--- src/rtl/ata_pkg.sv ---
// ata_pkg: shared PIO arbiter/controller state encoding and default bus widths.
package ata_pkg;
    typedef enum logic {ST_IDLE = 1'b0, ST_ACCESS = 1'b1} state_t;
    localparam int AW_DEF = 4;
    localparam int DW_DEF = 16;
endpackage

--- src/rtl/ata_rr_pick.sv ---
// ata_rr_pick: combinational 2-way round-robin picker; on a tie the requester
// that was not served last wins.
module ata_rr_pick (
    input  logic req0,
    input  logic req1,
    input  logic last,
    output logic valid,
    output logic winner
);
    assign valid  = req0 | req1;
    assign winner = (req0 & req1) ? ~last : req1;
endmodule

--- src/rtl/ata_pio_arbiter.sv ---
// ata_pio_arbiter: round-robin share of the ATA PIO port between two requesters.
// Optional ATA_ARB_LOCK_EN lets the owner keep the grant for up to LOCK_MAX accesses.
module ata_pio_arbiter
    import ata_pkg::*;
#(
    parameter int AW       = AW_DEF,
    parameter int DW       = DW_DEF,
    parameter int LOCK_MAX = 256
) (
    input  logic          CLK_I,
    input  logic          nReset,
    input  logic          req0,
    input  logic [AW-1:0] adr0,
    input  logic [DW-1:0] dat0,
    input  logic          we0,
    input  logic          lock0,
    output logic          ack0,
    input  logic          req1,
    input  logic [AW-1:0] adr1,
    input  logic [DW-1:0] dat1,
    input  logic          we1,
    input  logic          lock1,
    output logic          ack1,
    output logic [DW-1:0] q,
    output logic          PIOsel,
    output logic [AW-1:0] PIOa,
    output logic [DW-1:0] PIOd,
    output logic          PIOwe,
    input  logic          PIOack,
    input  logic [DW-1:0] PIOq,
    output logic          busy,
    output logic          owner
);
    state_t        state, state_n;
    logic          last, last_n, owner_n, sel_n, we_n;
    logic [AW-1:0] a_n;
    logic [DW-1:0] d_n;
    logic          pick_valid, pick_winner, ack_hit;

    ata_rr_pick u_pick (
        .req0   (req0),
        .req1   (req1),
        .last   (last),
        .valid  (pick_valid),
        .winner (pick_winner)
    );

    // PIOsel is low for one cycle inside ACCESS during a locked re-grant; acks are only taken while selected
    assign ack_hit = (state == ST_ACCESS) && PIOsel && PIOack;
    assign ack0    = ack_hit & ~owner;
    assign ack1    = ack_hit & owner;
    assign q       = ack_hit ? PIOq : '0;
    assign busy    = (state == ST_ACCESS);

`ifdef ATA_ARB_LOCK_EN
    logic [8:0] lock_cnt, cnt_n;
    logic       keep;
    assign keep = (owner ? (lock1 & req1) : (lock0 & req0)) && (lock_cnt < 9'(LOCK_MAX - 1));
`else
    logic unused_lock;
    assign unused_lock = lock0 ^ lock1;
`endif

    always_comb begin
        state_n = state;
        last_n  = last;
        owner_n = owner;
        sel_n   = PIOsel;
        a_n     = PIOa;
        d_n     = PIOd;
        we_n    = PIOwe;
`ifdef ATA_ARB_LOCK_EN
        cnt_n   = lock_cnt;
`endif
        if (state == ST_IDLE) begin
            if (pick_valid) begin
                state_n = ST_ACCESS;
                owner_n = pick_winner;
                sel_n   = 1'b1;
                a_n     = pick_winner ? adr1 : adr0;
                d_n     = pick_winner ? dat1 : dat0;
                we_n    = pick_winner ? we1 : we0;
            end
        end else if (!PIOsel) begin
            sel_n = 1'b1;
        end else if (PIOack) begin
            sel_n = 1'b0;
`ifdef ATA_ARB_LOCK_EN
            if (keep) begin
                a_n   = owner ? adr1 : adr0;
                d_n   = owner ? dat1 : dat0;
                we_n  = owner ? we1 : we0;
                cnt_n = lock_cnt + 9'd1;
            end else begin
                state_n = ST_IDLE;
                last_n  = owner;
                cnt_n   = '0;
            end
`else
            state_n = ST_IDLE;
            last_n  = owner;
`endif
        end
    end

    always_ff @(posedge CLK_I or negedge nReset) begin
        if (!nReset) begin
            state  <= ST_IDLE;
            last   <= 1'b1;
            owner  <= 1'b0;
            PIOsel <= 1'b0;
            PIOa   <= '0;
            PIOd   <= '0;
            PIOwe  <= 1'b0;
        end else begin
            state  <= state_n;
            last   <= last_n;
            owner  <= owner_n;
            PIOsel <= sel_n;
            PIOa   <= a_n;
            PIOd   <= d_n;
            PIOwe  <= we_n;
        end
    end

`ifdef ATA_ARB_LOCK_EN
    always_ff @(posedge CLK_I or negedge nReset) begin
        if (!nReset) lock_cnt <= '0;
        else         lock_cnt <= cnt_n;
    end
`endif
endmodule

--- config.mk ---
export PLATFORM = sky130hd
export DESIGN_NAME = ata_pio_arbiter
export DESIGN_NICKNAME = d
export VERILOG_FILES = /design/src/rtl/ata_pkg.sv /design/src/rtl/ata_rr_pick.sv /design/src/rtl/ata_pio_arbiter.sv
export SDC_FILE = /design/constraint.sdc
export NUM_CORES = 1
export LEC_CHECK = 0
export ABC_AREA = 0
export BUFFER_PORTS_ARGS = -buffer_cell sky130_fd_sc_hd__buf_2
export CORE_UTILIZATION = 39
export CTS_BUF_LIST = sky130_fd_sc_hd__clkbuf_4
export DETAILED_ROUTE_END_ITERATION = 8
export PLACE_DENSITY_LB_ADDON = 0.2
export SYNTH_ARGS = -nofsm -noshare
export SYNTH_HDL_FRONTEND = slang
export SYNTH_SLANG_ARGS = --single-unit
--- constraint.sdc ---
create_clock -name CLK_I -period 1.5 [get_ports CLK_I]
set_input_delay 0.3 -clock CLK_I [delete_from_list [all_inputs] [get_ports CLK_I]]
set_output_delay 0.3 -clock CLK_I [all_outputs]
set_load 0.02 [all_outputs]
Word level (Yosys, flattened, before mapping)
Index checks and enable logic that the tools add are counted.
{"block": "word_totals", "ff_bits": 25, "inputBits": 65, "output_inout_bits": 42, "elab_cells": 30}
{"block": "op_classes", "n_mux": 11, "n_bitwise": 7, "n_reduce_logical": 5}
{"cell": "16-bit two-way mux", "count": 2}
{"cell": "1-bit two-way mux", "count": 8}
{"cell": "4-bit two-way mux", "count": 1}
{"cell": "1-bit AND", "count": 3}
{"cell": "1-bit NOT", "count": 3}
{"cell": "3-bit AND reduction", "count": 1}
{"cell": "1-bit logical AND", "count": 2}
{"cell": "2-bit AND reduction", "count": 1}
{"cell": "2-bit nonzero test", "count": 1}
{"cell": "1-bit OR", "count": 1}

Depth between registers and ports, before layout
Gate-level depths: netlist (run 1).
{"block": "depth", "ltp_word": 3, "mapped_depth": 5, "mapped_depth_nobuf": 3}

Hierarchy
From an unflattened synthesis (run 1), not the netlist that was laid out.
{"block": "unflattened", "cells_unflattened": 101, "hier_area_um2": 1475.2}
{"module": "ata_pio_arbiter", "n_inst": 1, "cells_each": 99, "area_each_um2": 1461.4, "seq_area_each_um2": 626.9}
{"module": "ata_rr_pick", "n_inst": 1, "cells_each": 2, "area_each_um2": 13.8, "seq_area_each_um2": 0.0}

Worst setup path before layout (run 1)
No wires, ideal clock.
{"block": "synth_timing", "path_type": "register to output", "from": "reg state, in the netlist busy", "to": "out q[10]", "arrival_time_ns": 1.169, "required_ns": 1.200, "slack_ns": 0.031, "stages_incl_launch_ff": 4, "path_buffers": 1, "path_cell_list": "dfrtp_1 > and3_1 > clkbuf_1 > and2_1"}
{"block": "synth_via", "elab_chain_cells": 3}
{"element": "from (decl)", "line_no": "ata_pio_arbiter.sv:34", "source": "state_t state, state_n;"}
{"element": "from (signal assigned)", "line_no": "ata_pio_arbiter.sv:116", "source": "state <= state_n;"}
{"element": "1-bit logical AND (2 in a row)", "line_no": "ata_pio_arbiter.sv:49", "source": "assign ack_hit = (state == ST_ACCESS) && PIOsel && PIOack;"}
{"element": "16-bit two-way mux", "line_no": "ata_pio_arbiter.sv:52", "source": "assign q = ack_hit ? PIOq : '0;"}
{"element": "to (decl)", "line_no": "ata_pio_arbiter.sv:24", "source": "output logic [DW-1:0] q,"}
Every way passes these cells.

Worst setup path after layout (run 1)
{"block": "layout_timing", "from": "reg PIOsel", "to": "out q[10]"}
{"block": "layout_via", "elab_chain_cells": 3}
{"element": "from (decl)", "line_no": "ata_pio_arbiter.sv:25", "source": "output logic PIOsel,"}
{"element": "from (signal assigned)", "line_no": "ata_pio_arbiter.sv:119", "source": "PIOsel <= sel_n;"}
{"element": "1-bit logical AND (2 in a row)", "line_no": "ata_pio_arbiter.sv:49"}
{"element": "16-bit two-way mux", "line_no": "ata_pio_arbiter.sv:52"}
Every way passes these cells.

==> results of run 1 <==
routing by layer:
metal	wire length, microns	GRT usage
met1	1430	0.234
met2	1760	0.354
met5	0	0
met4	93	0.109
met3	250	0.0418
where the power goes:
part           switching (uW)  internal [uW]
registers                 142            947
clock network             205            102
logic                     868            667
placed cells by master (no fill, tap or decap), types with 2 or more instances in the layout:
master | synthesis | layout
buf_12 | 0 | 2
nand2_1 | 42 | 42
and2_4 | 0 | 18
buf_4 | 5 | 6
buf_2 | 2 | 86
clkbuf_4 | 0 | 3
buf_6 | 2 | 22
a31oi_1 | 21 | 21
inv_1 | 2 | 2
dfrtp_1 | 24 | 24
nor2_1 | 22 | 22
layout make-up:
type | instances | area, sq um | share of cell area
multi-input cells | 111 | 599 | 0.286
clock buffers | 3 | 22.5 | 0.0108
inverters | 2 | 7.51 | 0.00359
clock inverters | 1 | 7.51 | 0.00359
well taps | 44 | 55.1 | 0.0263
repair buffers | 117 | 773 | 0.370
flip-flops and latches | 25 | 627 | 0.300
tightest hold or removal path: cells and delay by family:
| family | cells | cell delay (ns) |
|---|---|---|
| AO/OA/AOI/OAI | 1 | 0.07 |
| AND/OR/NAND/NOR | 1 | 0.04 |
| buffers and inverters | 1 | 0.09 |
through the flow:
step | instances | util | hold WS [ns]
floorplan | 149 | - | 0.00441
global placement | 294 | 0.604 | 0.318
detailed placement | 294 | 0.604 | 0.313
CTS | 302 | 0.683 | 0.192
global route | 303 | 0.685 | 0.192
finish | 303 | 0.685 | 0.203
cell families after synthesis:
family	Yosys count	synth area share
simple gates	84	0.289
mux	1	0.00893
buf+inv	13	0.0675
flops	25	0.497
compound gates	26	0.138
worst max-delay path by stage:
| stage | start | to | slack, ns | cells after the start |
|---|---|---|---|---|
| after global placement | PIOack | q[9] | 0.15 | 5 |
| after CTS | PIOsel$_DFFE_PN0P_ | q[9] | -0.16 | 4 |
| after detailed placement | PIOack | q[9] | 0.14 | 5 |
| after floorplan | busy$_DFF_PN0_ | q[10] | 0.03 | 3 |
| after global routing | PIOsel$_DFFE_PN0P_ | ack1 | -0.18 | 4 |
| final | PIOsel$_DFFE_PN0P_ | q[10] | -0.14 | 4 |
state kept, by name (all words and copies together) (netlist names):
signal,count
busy,1
PIOd,16
PIOa,4
last,1
PIOsel,1
PIOwe,1
owner,1
timing repair:
action / in CTS / in global routing
hold buffers: 1 / 0
pin swaps: 18 / 2
cloned: 1 / 0
setup endpoints to repair: 18 / 18
hold endpoints to repair: 24 / 0
buffers inserted: 2 / 1
resized for setup: 59 / 0
synth_stat cells, drive strengths merged, types with 2 or more instances:
library cell and number:
nand2 42, dfrtp 24, nor2 22, a31oi 21, and2 18, buf 9
clkbuf 2, inv 2
==> results.toml, run 1 <==
[timing]
setup_tns_ns = -2.31
grt_setup_unrepaired = "true"
hold_violations = 0
worst_pin_slew_ns = 0.534
clock_skew_ns = 0.00336
layout_setup_ws_ns = -0.136
setup_viol = 18
slew_violations = 0
finalCritPeriodShare = 1.09
max_slew_margin = 0.644
period_minus_slack_ns = 1.64
fmax_mhz = 611

[logic_synthesis]
synth_seq_cells = 25
synthesis.nets = 214
asyncSetResetFlopFracSynth = 1.00
yosysTopAreaCell = "dfrtp_1"
synth_cells = 149
synth_area_sq_um = 1260
synthTopCellsByArea = "dfrtp_1 48%, nand2_1 13%, a31oi_1 10%"
synth.avg_cell_area_sq_um = 8.46
synth_seq_area_share = 0.497
synth_flop_cell = "dfrtp_1"
synth_cell_types = 19
synth_top_area_frac = 0.476
synth_edf_count = 0
yosysWarnings = 0

[grt]
antenna_found_initial = 0
overflow = 0
first_global_vias = 1212
grt_pass1_wl_microns = 5240
grt_max_degree = 26
grt_use_total = 0.204

[worst_setup_path]
path_class = "reg -> out"
worstPathRequired_ns = 1.20
worstReg2RegStart = "busy$_DFF_PN0_"
worstPathCellList = "and3_4 -> buf_6 -> and2_4 -> buf_6"
worstPathArrival_ns = 1.34
r2r_slack_ns = 0.11
slowest_stage = "dfrtp_1"
crit_path_end_kind = "output pin"
cpPeakStageDelay_ns = 0.42
crit_family = "flip-flops"
worstPathMaxFanout = 8
worstRegToRegCells = 5
r2r-end = "PIOd[10]$_DFFE_PN0P_"
startpoint_type = "flop"
critPathMostFrequentCell = "buf_6"
worst-path-buf-inv = 2

[placement]
placedInstanceArea_sq_um = 1840
hpwl_microns = 2450
io_buffers = 104
routabilityCongestion = 0.823
pre_cts_ws_ns = 0.145

[floorplanning]
die_w_microns = 58.9
dieArea_sq_um = 3470
io_pins = 107
rows = 20
initial_core_util = 0.413
chipHeight_microns = 58.9
core_sq_um = 3050

[clock_network]
cts_root_buffer = "clkbuf_4"
cts.htree.levels = 1
cts_sinks = 25
cts-buffers-inserted = 3
cts_tree = "built"
clk_pin_slew_ns = 0.14
clock_latency_ns = 0.32
ctsLongestPathBuffers = 2

[routing]
viasPerCell = 4.71
drc = 0
wl_microns = 3540
drtIter0Drc = 48
drt_pass1_iterations = 4
drtAntennaViolNets = 0
wire_per_inst_microns = 11.7
via_count = 1427

[min_path]
worst_hold_path_type = "in -> reg"
min_path_cells = 3
holdPathEnd = "PIOd[2]$_DFFE_PN0P_"
hold_start = "dat0[2]"

[layout]
nFillCells = 272
nets = 325
final_layout_size_suffix_gt1_frac = 0.552
num_antenna_cells = 0
final_area_sq_um = 2090
area_growth_pct = 65.9

[power]
power_uw = 2930
p_leak_uw = 0.00108
power.density_nw_per_um2 = 1400
ir_worst_vdd_mv = 0.726

[status]
violations = "negative setup slack"
status = "complete, but fails checks"

[job]
max_cap_violations = 0
(Power assumes the default switching activity.)
==> inputs of run 2 (changes only) <==
--- a/config.mk
+++ b/config.mk
@@ -10,7 +10,7 @@
 export CORE_UTILIZATION = 39
 export CTS_BUF_LIST = sky130_fd_sc_hd__clkbuf_4
 export DETAILED_ROUTE_END_ITERATION = 8
-export PLACE_DENSITY_LB_ADDON = 0.2
+export PLACE_DENSITY = 0.85
 export SYNTH_ARGS = -nofsm -noshare
 export SYNTH_HDL_FRONTEND = slang
 export SYNTH_SLANG_ARGS = --single-unit
==> results.toml, run 2 (synthesis gave the netlist of run 1 again) <==
[routing]
wl_microns = 3840
drc = 0
drtAntennaViolNets = 0
viasPerCell = 4.84
drtIter0Drc = 50
via_count = 1497
drt_pass1_iterations = 4
wire_per_inst_microns = 12.4

[layout]
nFillCells = 255
reg.largest.list = "PIOd (16), PIOa (4)"
nets = 331
final_layout_size_suffix_gt1_frac = 0.562
num_antenna_cells = 0
seqCellArea_sq_um = 627
final_area_sq_um = 2120
layout_commonest_cell = "buf_2"
largest_register = "PIOd"
final_cell_mix = "86 x buf_2, 42 x nand2_1, 24 x dfrtp_1, 24 x buf_6, 22 x nor2_1"
area_growth_pct = 67.9
multi_input_area_sq_um = 599
largest_reg_flops = 16

[floorplanning]
chipHeight_microns = 58.9
core_sq_um = 3050
initial_core_util = 0.413
die_w_microns = 58.9
rows = 20
io_pins = 107
dieArea_sq_um = 3470

[grt]
grt_pass1_wl_microns = 5980
grt_max_degree = 26
overflow = 0
gr-usage-met1 = 0.246
met3_usage = 0.0308
antenna_found_initial = 0
busiest_layer = "met2"
first_global_vias = 1416
grt_use_total = 0.231
use_met2 = 0.450

[worst_setup_path]
path_class = "reg -> out"
worstPathRequired_ns = 1.20
crit_path_end_kind = "output pin"
critPathMostFrequentCell = "buf_6"
worstPathMaxFanout = 5
cpPeakStageDelay_ns = 0.39
startpoint_type = "flop"
worstPathArrival_ns = 1.34
r2r_slack_ns = 0.05
slowest_stage = "dfrtp_1"
worstPathCellList = "and3_4 -> buf_6 -> and2_4 -> buf_6"
worst-path-buf-inv = 2
crit_family = "simple AND/OR/NAND/NOR gates"

[status]
violations = "negative setup slack"
status = "complete, but fails checks"

[clock_network]
cts_sinks = 25
cts-buffers-inserted = 3
cts.htree.levels = 1
clk_pin_slew_ns = 0.13
cts_tree = "built"
cts_root_buffer = "clkbuf_4"
ctsLongestPathBuffers = 2
clock_latency_ns = 0.31

[timing]
grt_setup_unrepaired = "true"
period_minus_slack_ns = 1.64
max_slew_margin = 0.649
hold_violations = 0
slew_violations = 0
fmax_mhz = 609
finalCritPeriodShare = 1.10
clock_skew_ns = 0.00446
worst_pin_slew_ns = 0.527
layout_setup_ws_ns = -0.143
setup_viol = 18

[power]
power.density_nw_per_um2 = 1400
ir_worst_vdd_mv = 0.691
p_leak_uw = 0.00111

[placement]
pre_cts_ws_ns = 0.112
io_buffers = 104
hpwl_microns = 2510
placedInstanceArea_sq_um = 1830
routabilityCongestion = 0.785

[job]
max_cap_violations = 0

[min_path]
worst_hold_path_type = "in -> reg"
[run 2: cell count changes in the layout (fill, tap and decap cells not counted), sizes merged]
cell | previous run | this run
buf | 116 | 122
clkinv | 0 | 1
clkinvlp | 1 | 0
[run 2: final timing paths]
check,start,end,cells past startpoint
min in group asynchronous,nReset,PIOd[1]$_DFFE_PN0P_,2
max in group asynchronous,nReset,last$_DFFE_PN1P_,2
worst min-delay path,dat0[13],PIOd[13]$_DFFE_PN0P_,3
worst min register to register,PIOd[1]$_DFFE_PN0P_,PIOd[1]$_DFFE_PN0P_,2
worst max register to register,busy$_DFF_PN0_,PIOd[11]$_DFFE_PN0P_,6
worst max-delay path,PIOsel$_DFFE_PN0P_,q[14],4
[run 2: stage by stage]
step                power, uW  TNS (ns)  utilization  instances  hold slack [ns]
floorplan                1970         0            -        149          0.00441
global placement         2430         0        0.598        295            0.315
detailed placement       2470         0        0.598        295            0.317
CTS                      2940     -2.29        0.685        306            0.205
global route             3160     -3.00        0.693        309            0.209
finish                   2960     -2.16        0.693        309            0.210
[run 2: worst reg2reg max path: cells and delay by family, from the launching register on]
kind | cells | cell delay, ns
flops | 1 | 0.41
buf+inv | 3 | 0.49
compound gates | 2 | 0.41
simple gates | 1 | 0.06
[run 2: layout make-up]
class                           instances  area share
Timing Repair Buffer                  123       0.378
Sequential cell                        25       0.296
Multi-Input combinational cell        111       0.283
Tap cell                               44      0.0260
Clock buffer                            3      0.0106
Inverter                                2     0.00355
Clock inverter                          1     0.00236
[run 2: repair_timing]
action | CTS | global route
setup endpoints to repair | 18 | 18
pin swaps | 17 | 2
resized for setup | 61 | 1
buffers inserted | 4 | 3
endpoints found under the hold margin | 24 | 0
hold buffers | 1 | 0
gates cloned | 2 | 0
[run 2: layer usage]
layer / vias to the layer above / wire length (microns)
met1: 714 / 1450
met3: 8 / 182
li1: 720 / -
met2: 55 / 2150
met5: - / 0
met4: 0 / 63
[run 2: where the power goes]
group / internal (uW) / leakage (uW) / total [uW] / switching (uW)
Clock: 99.6 / 0.0000177 / 300 / 200
Sequential: 947 / 0.000276 / 1090 / 143
Combinational: 681 / 0.000816 / 1570 / 887
